$ cat src/rtl/reg8file_reader_if.sv
// Handshake/bus bundle between reg8file_reader and its register file / byte consumer.
// REG8FILE_READER_PARITY_EN adds the parity signal to the bundle.
interface reg8file_reader_if #(
   parameter int NREG   = 8,
   parameter int RSEL_W = 3
);
   logic              start;
   logic [RSEL_W-1:0] rsel;
   logic              q;
   logic [NREG-1:0]   data;
   logic              valid;
   logic              ready;
   logic              busy;
`ifdef REG8FILE_READER_PARITY_EN
   logic              parity;

   modport master (input start, q, ready, output rsel, data, valid, busy, parity);
   modport slave  (output start, q, ready, input rsel, data, valid, busy, parity);
`else
   modport master (input start, q, ready, output rsel, data, valid, busy);
   modport slave  (output start, q, ready, input rsel, data, valid, busy);
`endif
endinterface

$ cat src/rtl/reg8file_reader.sv
// Scans a 1-bit-wide register file entry by entry and presents the assembled byte on valid/ready.
// Optional even-parity output enabled by defining REG8FILE_READER_PARITY_EN.
module reg8file_reader #(
   parameter int NREG   = 8,
   parameter int RSEL_W = 3,
   parameter int SETTLE = 1
) (
   input logic                clk,
   input logic                clr,
   reg8file_reader_if.master  bus
);

   localparam int WC_W = (SETTLE > 0) ? $clog2(SETTLE + 1) : 1;
   localparam logic [RSEL_W-1:0] LAST_IDX = RSEL_W'(NREG - 1);
   localparam logic [WC_W-1:0]   SETTLE_W = WC_W'(SETTLE);

   typedef enum logic [1:0] {
      IDLE  = 2'd0,
      SCAN  = 2'd1,
      VALID = 2'd2
   } state_t;

   state_t            state_r, state_n;
   logic [RSEL_W-1:0] idx_r, idx_n;
   logic [WC_W-1:0]   wcnt_r, wcnt_n;
   logic [NREG-1:0]   asm_r, asm_n;
   logic [NREG-1:0]   data_r, data_n;
`ifdef REG8FILE_READER_PARITY_EN
   logic              parity_r, parity_n;
`endif

   always_ff @(posedge clk) begin
      if (clr) begin
         state_r  <= IDLE;
         idx_r    <= '0;
         wcnt_r   <= '0;
         asm_r    <= '0;
         data_r   <= '0;
`ifdef REG8FILE_READER_PARITY_EN
         parity_r <= 1'b0;
`endif
      end else begin
         state_r  <= state_n;
         idx_r    <= idx_n;
         wcnt_r   <= wcnt_n;
         asm_r    <= asm_n;
         data_r   <= data_n;
`ifdef REG8FILE_READER_PARITY_EN
         parity_r <= parity_n;
`endif
      end
   end

   // idx is parked at 0 outside SCAN, so it doubles as the registered rsel.
   always_comb begin
      state_n  = state_r;
      idx_n    = idx_r;
      wcnt_n   = wcnt_r;
      asm_n    = asm_r;
      data_n   = data_r;
`ifdef REG8FILE_READER_PARITY_EN
      parity_n = parity_r;
`endif
      case (state_r)
         IDLE: begin
            if (bus.start) begin
               state_n = SCAN;
               idx_n   = '0;
               wcnt_n  = '0;
               asm_n   = '0;
            end
         end
         SCAN: begin
            if (wcnt_r < SETTLE_W) begin
               wcnt_n = wcnt_r + WC_W'(1);
            end else begin
               asm_n[idx_r] = bus.q;
               wcnt_n       = '0;
               if (idx_r != LAST_IDX) begin
                  idx_n = idx_r + RSEL_W'(1);
               end else begin
                  data_n  = asm_n;
`ifdef REG8FILE_READER_PARITY_EN
                  parity_n = ^asm_n;
`endif
                  idx_n   = '0;
                  state_n = VALID;
               end
            end
         end
         VALID: begin
            if (bus.ready) begin
               if (bus.start) begin
                  state_n = SCAN;
                  idx_n   = '0;
                  wcnt_n  = '0;
                  asm_n   = '0;
               end else begin
                  state_n = IDLE;
               end
            end
         end
         default: state_n = IDLE;
      endcase
   end

   assign bus.rsel  = idx_r;
   assign bus.data  = data_r;
   assign bus.valid = (state_r == VALID);
   assign bus.busy  = (state_r == SCAN);
`ifdef REG8FILE_READER_PARITY_EN
   assign bus.parity = parity_r;
`endif

endmodule

$ cat src/flat_wrapper.sv
// flat-port wrapper written by rule: the top's interface ports become plain ports
module reg8file_reader_flat 
#(
   parameter int NREG   = 8,
   parameter int RSEL_W = 3,
   parameter int SETTLE = 1
)
  (clk, clr, bus_start, bus_q, bus_ready, bus_rsel, bus_data, bus_valid, bus_busy);
  reg8file_reader_if #(.NREG(NREG), .RSEL_W(RSEL_W)) bus_i ();
  input logic clk;
  input logic clr;
  input wire logic [$bits(bus_i.start)-1:0] bus_start;
  input wire logic [$bits(bus_i.q)-1:0] bus_q;
  input wire logic [$bits(bus_i.ready)-1:0] bus_ready;
  output wire logic [$bits(bus_i.rsel)-1:0] bus_rsel;
  output wire logic [$bits(bus_i.data)-1:0] bus_data;
  output wire logic [$bits(bus_i.valid)-1:0] bus_valid;
  output wire logic [$bits(bus_i.busy)-1:0] bus_busy;
  assign bus_i.start = bus_start;
  assign bus_i.q = bus_q;
  assign bus_i.ready = bus_ready;
  assign bus_rsel = bus_i.rsel;
  assign bus_data = bus_i.data;
  assign bus_valid = bus_i.valid;
  assign bus_busy = bus_i.busy;
  reg8file_reader #(.NREG(NREG), .RSEL_W(RSEL_W), .SETTLE(SETTLE)) u_core (.clk(clk), .clr(clr), .bus(bus_i));
endmodule
$ cat config.mk
export PLATFORM = sky130hd
export DESIGN_NAME = reg8file_reader_flat
export DESIGN_NICKNAME = d
export VERILOG_FILES = /design/src/rtl/reg8file_reader_if.sv /design/src/rtl/reg8file_reader.sv /design/src/flat_wrapper.sv
export SDC_FILE = /design/constraint.sdc
export NUM_CORES = 1
export LEC_CHECK = 0
export CORE_AREA = 2 2 49 51
export DETAILED_ROUTE_END_ITERATION = 10
export DIE_AREA = 0 0 51 53
export DONT_BUFFER_PORTS = 1
export PLACE_DENSITY = 0.64
export SLEW_MARGIN = 20
export SYNTH_ARGS = -nofsm -noshare
export SYNTH_HDL_FRONTEND = slang
export SYNTH_SLANG_ARGS = --single-unit
$ cat constraint.sdc
create_clock -name clk -period 1.7 [get_ports clk]
set_input_delay 0.085 -clock clk [delete_from_list [all_inputs] [get_ports clk]]
set_output_delay 0.085 -clock clk [all_outputs]
set_load 0.02 [all_outputs]
==> impl_metrics.env, run 1 <==
export IMPL_status="finished clean"
export IMPL_cts_max_level=1
export IMPL_ir_worst_vdd_mv=0.533
export IMPL_cp_max_fo=17
export IMPL_antenna_cells=0
export IMPL_grt_usage=0.148
export IMPL_fin_crit_sh=0.866
export IMPL_cts_buffers=3
export IMPL_gr_total_overflow=0
export IMPL_r2r_end="u_core.bus.data[3]$_SDFFE_PP0P_"
export IMPL_fp_dieW_um=51
export IMPL_finalSetupTns_ns=0
export IMPL_initialDrtViolationCount=6
export IMPL_start_util=0.455
export IMPL_drt_total_wl_um=1800
export IMPL_endpoint_kind="flop"
export IMPL_worstSetupStartpointType="flop"
export IMPL_clkSinkCount=22
export IMPL_startpoint="u_core.bus.rsel[2]$_SDFFE_PP0P_"
export IMPL_drive_gt1_frac=0.137
export IMPL_drv_cap=0
export IMPL_detail_route_antenna_nets=0
export IMPL_io_buffers=0
export IMPL_grt_max_degree=18
export IMPL_holdPathStages=2
export IMPL_yosysWarnings=0
export IMPL_first_pass_iters=4
export IMPL_clk_pin_slew_ns=0.13
export IMPL_fillCellCount=205
export IMPL_die_h_um=53
export IMPL_ys_seq_elements=22
export IMPL_whs_endpoint="u_core.asm_r[2]$_SDFFE_PP0P_"
export IMPL_core_area_um2=2150
export IMPL_antenna_found_initial=0
export IMPL_cts_resized=0
export IMPL_regArea_um2=440
export IMPL_synthToLayoutAreaGrowth_pct=11.9
export IMPL_p_leak_nw=0.423
export IMPL_fin_skew_ns=0.00736
export IMPL_syn_inst=97
export IMPL_die_area_um2=2700
export IMPL_grt_pass1_vias=668
export IMPL_dp_hpwl_um=1290
export IMPL_cts_buffer_depth=2
export IMPL_fin_cells=130
export IMPL_post_route_min_period_ns=1.47
export IMPL_netlist_area_um2=977
export IMPL_num_vias=719
export IMPL_yosysUniqueCellTypes=28
export IMPL_clkLatencyLatePin_ns=0.30
export IMPL_wl_per_cell_um=13.8
export IMPL_relSlewSlack=0.746
export IMPL_dp_cells=123
export IMPL_cts_root_buf="clkbuf_4"
export IMPL_syn_nets=104
export IMPL_worstReg2RegStart="u_core.bus.rsel[2]$_SDFFE_PP0P_"
export IMPL_cp_arrival_ns=1.69
export IMPL_multi_input_area_um2=475
export IMPL_nets=110
export IMPL_finalHoldViolCount=0
export IMPL_hold_start="bus_q"
export IMPL_tightest_slew_ns=0.379
export IMPL_reg2regPathDepth=5
export IMPL_num_rows=17
export IMPL_drc_errors=0
export IMPL_synth_area_per_cell_um2=10.1
export IMPL_critical_path_class="flop to flop"
export IMPL_drv_slew=0
export IMPL_fmax_mhz=679
export IMPL_rsz0062_at_grt="no"
export IMPL_setup_violations=0
export IMPL_ys_seq_area_frac=0.451
export IMPL_critPathRequiredTime_ns=1.92
export IMPL_drt_vias_per_instance=5.53
export IMPL_powerDensity_nw_per_um2=890
export IMPL_num_io_pins=18
export IMPL_r2r_slack_ns=0.23
export IMPL_grt_pass1_wl_um=2950
export IMPL_cts_tree="done"
export IMPL_gp_congestion=0.711
export IMPL_hold_path_class="primary input to flop"
## registers in the layout, summed over array words and instances (netlist names)
register,cells
u_core.asm_r,8
u_core.bus.data,8
u_core.wcnt_r,1
u_core.state_r,2
u_core.bus.rsel,3
## metrics by stage
step | hold slack, ns | area (um2) | utilization | setup WS, ns | power (W)
2_1_floorplan | 0.158 | 977 | - | 0.160 | 0.000577
4_1_cts | 0.00794 | 1090 | 0.509 | 0.226 | 0.000983
6_report | 0.00932 | 1090 | 0.509 | 0.228 | 0.000973
3_3_place_gp | 0.156 | 1010 | 0.471 | 0.320 | 0.000577
5_1_grt | 0.00741 | 1090 | 0.509 | 0.0872 | 0.00101
3_5_place_dp | 0.159 | 1010 | 0.471 | 0.243 | 0.000579
## cell usage after synthesis
cell type	count	area, um2
mux2i_1	8	80.1
a22o_1	2	17.5
mux2_2	1	11.3
nor3b_1	3	22.5
clkbuf_1	2	7.51
a22oi_1	1	7.51
nand4bb_1	1	11.3
or2b_1	1	7.51
inv_1	2	7.51
xnor2_1	1	8.76
ha_1	2	25.0
a21oi_1	2	10.0
o2bb2ai_1	8	70.1
a221oi_2	1	15.0
nor2b_1	3	18.8
nor2_1	12	45.0
o21ai_0	1	5.00
nor3_1	1	5.00
buf_2	4	20.0
and2b_4	1	10.0
nand2_1	2	7.51
buf_4	2	15.0
nand3b_1	3	22.5
a211oi_1	8	60.1
nand3_1	1	5.00
buf_6	1	11.3
dfxtp_1	22	440
and4b_1	1	10.0
## layer usage
metal / up-vias / track usage / share of wire
li1: 363 / - / -
met1: 339 / 0.174 / 0.46
met2: 15 / 0.245 / 0.48
met3: 2 / 0.0452 / 0.052
met4: 0 / 0.0721 / 0.0089
met5: - / 0 / 0
## cells in the final DEF, fill, tap and decap left out, drive strengths merged, types with 2 or more instances in the layout
master,instances
mux2i,8
a21oi,2
a211oi,8
nor2,12
nor2b,3
ha,2
clkbuf,3
nand3b,3
nor3b,3
o2bb2ai,8
buf,7
dfxtp,22
inv,2
a22o,2
dlygate4sd3,3
nand2,2
## worst max-delay path by stage
stage | depth (start not counted) | slack (ns) | end
global placement | 5 | 0.32 | u_core.bus.data[7]$_SDFFE_PP0P_
global route | 5 | 0.09 | u_core.bus.data[3]$_SDFFE_PP0P_
finish | 5 | 0.23 | u_core.bus.data[3]$_SDFFE_PP0P_
detailed placement | 5 | 0.24 | u_core.bus.data[3]$_SDFFE_PP0P_
floorplan | 7 | 0.16 | u_core.bus.data[7]$_SDFFE_PP0P_
CTS | 5 | 0.23 | u_core.bus.data[3]$_SDFFE_PP0P_
## power by group
part | switching, W | internal [W]
combinational | 0.0000283 | 0.0000223
sequential | 0.00000756 | 0.000520
clock | 0.000157 | 0.000238
total | 0.000192 | 0.000781
## cell type report
class / instances / area share
Tap cell: 28 / 0.0320
Sequential cell: 22 / 0.403
Inverter: 2 / 0.00686
Clock inverter: 1 / 0.0275
Clock buffer: 3 / 0.0206
Multi-Input combinational cell: 64 / 0.435
Timing Repair Buffer: 10 / 0.0755
## repair_timing
action	4_1_cts	5_1_grt
hold endpoints to repair	15	0
buffers inserted	0	0
hold buffers	3	0
## logic make-up after synthesis
family	count (synthesis)	share of synthesized area
AO/OA/AOI/OAI	23	0.190
XOR/XNOR	1	0.00896
adder cells (fa/ha/maj)	2	0.0256
buffers and inverters	11	0.0627
flip-flops	22	0.451
multiplexers	9	0.0935
AND/OR/NAND/NOR	29	0.169
## worst max-delay path, stage by stage (launching register included)
cell and delay (ns):
dfxtp_1 0.50, ha_1 0.23, and4b_1 0.18, buf_4 0.20
nor2_1 0.06, a211oi_1 0.23
Note: power is estimated with default switching activity, not from simulation.
==> run 2, diff against run 1 <==
--- a/config.mk
+++ b/config.mk
@@ -5,11 +5,11 @@
 export SDC_FILE = /design/constraint.sdc
 export NUM_CORES = 1
 export LEC_CHECK = 0
-export CORE_AREA = 2 2 49 51
+export CORE_AREA = 2 2 61 63
 export DETAILED_ROUTE_END_ITERATION = 10
-export DIE_AREA = 0 0 51 53
+export DIE_AREA = 0 0 63 65
 export DONT_BUFFER_PORTS = 1
-export PLACE_DENSITY = 0.64
+export PLACE_DENSITY = 0.46
 export SLEW_MARGIN = 20
 export SYNTH_ARGS = -nofsm -noshare
 export SYNTH_HDL_FRONTEND = slang
==> impl_metrics.env, run 2 (same netlist as run 1, synthesis figures left out) <==
export IMPL_final_core_util=0.319
export IMPL_drt_vias_per_instance=4.77
export IMPL_cp_max_fo=15
export IMPL_drt_total_wl_um=2030
export IMPL_holdWs_ns=0.0114
export IMPL_first_pass_iters=5
export IMPL_clk_pin_slew_ns=0.12
export IMPL_drv_slew=0
export IMPL_num_vias=720
export IMPL_clkLatencyLatePin_ns=0.30
export IMPL_grt_pass1_wl_um=3490
export IMPL_start_util=0.280
export IMPL_crit_family="flip-flops"
export IMPL_antenna_found_initial=0
export IMPL_fmax_mhz=668
export IMPL_critPathRequiredTime_ns=1.92
export IMPL_die_h_um=65
export IMPL_antenna_cells=0
export IMPL_fin_crit_sh=0.880
export IMPL_num_rows=22
export IMPL_relSlewSlack=0.710
export IMPL_fin_ws_ns=0.203
export IMPL_nets=111
export IMPL_hold_path_class="primary input to flop"
export IMPL_grt_usage=0.109
export IMPL_wl_per_cell_um=13.4
export IMPL_finish_instance_area_um2=1110
export IMPL_setup_violations=0
export IMPL_layout_common_cells="dfxtp_1, nor2_1, mux2i_1, o2bb2ai_1, a211oi_1"
export IMPL_dpl_cell_area_um2=1040
export IMPL_worstPathCellList="ha_1, ha_1, and4b_1, buf_6, nor2_1, a211oi_1"
export IMPL_finalSetupTns_ns=0
export IMPL_cpMostUsedCell="ha_1"
export IMPL_gp_congestion=0.721
export IMPL_grt_max_degree=16
export IMPL_max_stage_delay_ns=0.36
export IMPL_p_leak_nw=0.422
export IMPL_gr_total_overflow=0
export IMPL_post_route_min_period_ns=1.50
export IMPL_cts_root_buf="clkbuf_4"
export IMPL_die_area_um2=4100
export IMPL_io_buffers=0
export IMPL_critPathBufInv=1
export IMPL_worstSetupStartpointType="flop"
export IMPL_ir_worst_vdd_mv=0.512
export IMPL_drive_gt1_frac=0.146
export IMPL_drv_cap=0
export IMPL_powerDensity_nw_per_um2=773
export IMPL_dp_hpwl_um=1400
export IMPL_grt_pass1_vias=726
export IMPL_synthToLayoutAreaGrowth_pct=14.0
export IMPL_cts_buffers=3
export IMPL_tightest_slew_ns=0.433
export IMPL_final_common_cell="dfxtp_1"
export IMPL_cp_arrival_ns=1.71
export IMPL_drc_errors=0
export IMPL_slowest_stage="dfxtp_1"
export IMPL_dp_slack_ns=0.230
export IMPL_post_cts_setup_buffers=0
export IMPL_clkSinkCount=22
export IMPL_finalHoldViolCount=0
export IMPL_cts_max_level=1
export IMPL_fp_dieW_um=63
export IMPL_initialDrtViolationCount=44
export IMPL_fin_skew_ns=0.00496
export IMPL_cts_buffer_depth=2
export IMPL_critical_path_class="flop to flop"
export IMPL_endpoint_kind="flop"
export IMPL_cts_tree="done"
export IMPL_num_io_pins=18
export IMPL_core_area_um2=3500
export IMPL_status="finished clean"
export IMPL_detail_route_antenna_nets=0
## run 2: changes by cell type in the layout (fill, tap and decap cells not counted), sizes merged
cell and change:
buf +1, bufinv -1, clkbuf +1
## run 2: layout make-up
class	instances	area, um2
fillers	381	2380
multi-input cells	64	475
well taps	48	60.1
inverters	2	7.51
flip-flops and latches	22	440
repair buffers	11	93.8
clock buffers	4	36.3
## run 2: timing repair
item,4_1_cts,5_1_grt
hold buffers,3,0
endpoints found under the setup margin,0,1
endpoints found under the hold margin,15,0
resized for setup,0,1
## run 2: worst reg2reg max path: cells and delay by family, from the launching register on
family          cells  cell delay, ns
flops               1            0.36
buf+inv             1            0.18
compound gates      1            0.22
simple gates        2            0.32
fa+ha+maj           2            0.34
## run 2: worst paths after layout
check	from	to	slack, ns	cells past startpoint
worst min register to register	u_core.asm_r[0]$_SDFFE_PP0P_	u_core.asm_r[0]$_SDFFE_PP0P_	0.48	1
worst min-delay path	bus_q	u_core.asm_r[1]$_SDFFE_PP0P_	0.01	2
worst max register to register	u_core.bus.rsel[0]$_SDFFE_PP0P_	u_core.bus.data[0]$_SDFFE_PP0P_	0.20	6
worst max-delay path	u_core.bus.rsel[0]$_SDFFE_PP0P_	u_core.bus.data[0]$_SDFFE_PP0P_	0.20	6
## run 2: where the power goes
part | switching [W] | internal, W | leakage, nW | total, W
Clock | 0.000151 | 0.000131 | 0.0210 | 0.000282
Sequential | 0.00000733 | 0.000520 | 0.178 | 0.000527
Combinational | 0.0000291 | 0.0000223 | 0.224 | 0.0000514
Total | 0.000188 | 0.000673 | 0.422 | 0.000861
## run 2: stage by stage
stage                     instances  total power, W
after floorplan                  97        0.000577
after global placement          144        0.000579
after detailed placement        144        0.000580
after CTS                       151        0.000884
after global routing            151        0.000914
final                           151        0.000861
## run 2: per-layer routing
metal / GRT usage / up-vias / share of wire
met2: 0.180 / 15 / 0.45
met4: 0.00833 / 0 / 0.0039
li1: - / 362 / -
met1: 0.139 / 341 / 0.48
met3: 0.0451 / 2 / 0.061
met5: 0 / - / 0
==> run 3, diff against run 2 <==
--- a/config.mk
+++ b/config.mk
@@ -5,10 +5,12 @@
 export SDC_FILE = /design/constraint.sdc
 export NUM_CORES = 1
 export LEC_CHECK = 0
-export CORE_AREA = 2 2 61 63
+export ABC_AREA = 1
+export CORE_AREA = 2 2 64 66
 export DETAILED_ROUTE_END_ITERATION = 10
-export DIE_AREA = 0 0 63 65
+export DIE_AREA = 0 0 66 68
 export DONT_BUFFER_PORTS = 1
+export GPL_TIMING_DRIVEN = 0
 export PLACE_DENSITY = 0.46
 export SLEW_MARGIN = 20
 export SYNTH_ARGS = -nofsm -noshare
==> impl_metrics.env, run 3 <==
export IMPL_status="finished clean"
export IMPL_grt_use_met2=0.240
export IMPL_internal_power_w=0.000862
export IMPL_hold_path_class="primary input to flop"
export IMPL_drive_gt1_frac=0.120
export IMPL_clkSinkCount=22
export IMPL_worstSetupStartpointType="flop"
export IMPL_gr_total_overflow=0
export IMPL_r2r_slack_ns=0.19
export IMPL_comb_power_share=0.074
export IMPL_yosys_area_top_type_share=0.405
export IMPL_drc_errors=0
export IMPL_synth_commonest_cells="nand2_1, nand3_1, dfxtp_1"
export IMPL_top_usage_layer="met2"
export IMPL_pwr_share_seq=0.476
export IMPL_cts_root_buf="clkbuf_8"
export IMPL_syn_nets=167
export IMPL_synth_top_family_by_area="simple AND/OR/NAND/NOR gates"
export IMPL_switchingPower_w=0.000249
export IMPL_num_vias=1023
export IMPL_rsz0062_at_grt="no"
export IMPL_synth_area_leader_cell="dfxtp_1"
export IMPL_initialDrtViolationCount=19
export IMPL_met1_usage=0.175
export IMPL_finalHoldViolCount=0
export IMPL_clk_pin_slew_ns=0.09
export IMPL_clkPwrFrac=0.450
export IMPL_gp_congestion=0.750
export IMPL_ys_seq_area_frac=0.405
export IMPL_critPathRequiredTime_ns=1.88
export IMPL_fin_skew_ns=0.00573
export IMPL_start_util=0.282
export IMPL_synth_simple_area_share=0.433
export IMPL_relSlewSlack=0.742
export IMPL_synth_xor_area_share=0
export IMPL_worstReg2RegStart="u_core.bus.rsel[1]$_SDFFE_PP0P_"
export IMPL_final_common_cell="nand2_1"
export IMPL_ir_worst_vdd_mv=0.253
export IMPL_tightest_slew_ns=0.386
export IMPL_wl_per_cell_um=12.3
export IMPL_synth_edf_count=0
export IMPL_fillCellCount=434
export IMPL_fmax_mhz=664
export IMPL_finalSetupTns_ns=0
export IMPL_cts_max_level=1
export IMPL_critical_path_class="flop to flop"
export IMPL_fin_crit_sh=0.887
export IMPL_cts_buffers=3
export IMPL_synth_fa_ha_area_frac=0.0230
export IMPL_ys_seq_elements=22
export IMPL_fin_ws_ns=0.193
export IMPL_clkLatencyLatePin_ns=0.27
export IMPL_synthTopCellsByArea="dfxtp_1, nand3_1, nand2_1"
export IMPL_grt_use_met3=0.0263
export IMPL_antenna_found_initial=0
export IMPL_io_buffers=0
export IMPL_dp_slack_ns=0.0478
export IMPL_num_rows=23
export IMPL_layout_common_cells="nand2_1, nand3_1, dfxtp_1, nor2_1, inv_1"
export IMPL_synthToLayoutAreaGrowth_pct=14.4
export IMPL_netlist_area_um2=1090
export IMPL_cts_tree="done"
export IMPL_detail_route_antenna_nets=0
export IMPL_num_io_pins=18
export IMPL_r2r_end="u_core.bus.data[2]$_SDFFE_PP0P_"
export IMPL_syn_inst=160
export IMPL_grt_pass1_wl_um=4750
export IMPL_cts_buffer_depth=2
export IMPL_grt_pass1_vias=1065
export IMPL_synth_area_mux_share=0
export IMPL_drt_vias_per_instance=4.74
export IMPL_synth_most_common_cell="nand2_1"
export IMPL_fp_dieW_um=66
export IMPL_drt_total_wl_um=2670
export IMPL_drv_cap=0
export IMPL_post_route_min_period_ns=1.51
export IMPL_cp_arrival_ns=1.69
export IMPL_die_h_um=68
export IMPL_drv_slew=0
export IMPL_synth_area_per_cell_um2=6.80
export IMPL_holdPathStages=3
export IMPL_p_leak_nw=0.603
export IMPL_setup_violations=0
export IMPL_dp_hpwl_um=1940
export IMPL_whs_endpoint="u_core.bus.data[5]$_SDFFE_PP0P_"
export IMPL_nets=174
export IMPL_synth_compound_area_share=0.0322
export IMPL_core_area_um2=3860
export IMPL_async_reset_ff_frac=0
export IMPL_hold_start="clr"
export IMPL_netSwitchingFraction=0.224
export IMPL_yosysUniqueCellTypes=16
export IMPL_grt_max_degree=14
export IMPL_die_area_um2=4490
export IMPL_powerDensity_nw_per_um2=892
export IMPL_first_pass_iters=4
export IMPL_antenna_cells=0
export IMPL_post_cts_setup_buffers=0
export IMPL_grt_usage=0.139
export IMPL_yosysWarnings=0
export IMPL_endpoint_kind="flop"
export IMPL_reg2regPathDepth=8
export IMPL_synthFlopType="dfxtp_1"
export IMPL_cp_max_fo=10
==> run 3: layer usage <==
layer	routed length (um)	share of wire
met1	1290	0.48
met2	1260	0.47
met3	77	0.029
met4	33	0.012
met5	0	0
==> run 3: worst max-delay path: stages, from the launching register on <==
cell and delay (ns):
dfxtp_2 0.42, ha_1 0.18, ha_1 0.18, nand2_1 0.12
nor2_4 0.17, buf_6 0.15, nand3_1 0.09, nand2_1 0.07
inv_1 0.03
==> run 3: worst max-delay path by stage <==
| stage | from | end | slack [ns] | cells past startpoint |
|---|---|---|---|---|
| final | u_core.bus.rsel[1]$_SDFFE_PP0P_ | u_core.bus.data[2]$_SDFFE_PP0P_ | 0.19 | 8 |
| after global routing | u_core.bus.rsel[1]$_SDFFE_PP0P_ | u_core.bus.data[0]$_SDFFE_PP0P_ | 0.04 | 9 |
| after CTS | u_core.bus.rsel[1]$_SDFFE_PP0P_ | u_core.bus.data[2]$_SDFFE_PP0P_ | 0.04 | 8 |
| after detailed placement | u_core.bus.rsel[1]$_SDFFE_PP0P_ | u_core.bus.data[4]$_SDFFE_PP0P_ | 0.05 | 8 |
| after global placement | u_core.bus.rsel[1]$_SDFFE_PP0P_ | u_core.bus.data[4]$_SDFFE_PP0P_ | 0.08 | 8 |
| after floorplan | u_core.bus.rsel[1]$_SDFFE_PP0P_ | u_core.bus.data[2]$_SDFFE_PP0P_ | 0.28 | 8 |
==> run 3: area by class of cell <==
class                           count  area [um2]  area share
Multi-Input combinational cell    113         532       0.427
Sequential cell                    22         443       0.356
Tap cell                           50        62.6      0.0503
Inverter                           16        60.1      0.0482
Buffer                              9        56.3      0.0452
Clock buffer                        3        41.3      0.0332
Clock inverter                      1        30.0      0.0241
Timing Repair Buffer                2        20.0      0.0161
==> run 3: stage by stage <==
step / instance area, um2 / total power [W] / utilization / hold WS (ns) / std cells
6_report: 1240 / 0.00111 / 0.323 / 0.0352 / 216
5_1_grt: 1240 / 0.00116 / 0.323 / 0.0565 / 216
4_1_cts: 1240 / 0.00112 / 0.322 / 0.0355 / 216
3_5_place_dp: 1150 / 0.000617 / 0.299 / 0.157 / 210
3_3_place_gp: 1150 / 0.000615 / 0.299 / 0.156 / 210
2_1_floorplan: 1090 / 0.000599 / - / 0.154 / 160
==> run 3: power by group through the flow <==
stage                     sequential (W)  clock (W)  combinational [W]
after floorplan                 0.000539          0          0.0000594
after global placement          0.000540          0          0.0000746
after detailed placement        0.000541          0          0.0000764
after CTS                       0.000528   0.000509          0.0000822
after global routing            0.000530   0.000534          0.0000940
final                           0.000529   0.000500          0.0000820
==> run 3: cells by family (layout without fill, tap and decap cells) <==
family / after synthesis / after routing
AOI/OAI and AO/OA: 7 / 7
adders and majority gates: 2 / 2
buffers and inverters: 25 / 31
DFF: 22 / 22
and+or+nand+nor: 104 / 104
==> run 3: repair_timing <==
item | CTS | global route
resized for setup | 0 | 2
setup endpoints to repair | 0 | 7
endpoints found under the hold margin | 6 | 0
hold buffers | 2 | 0
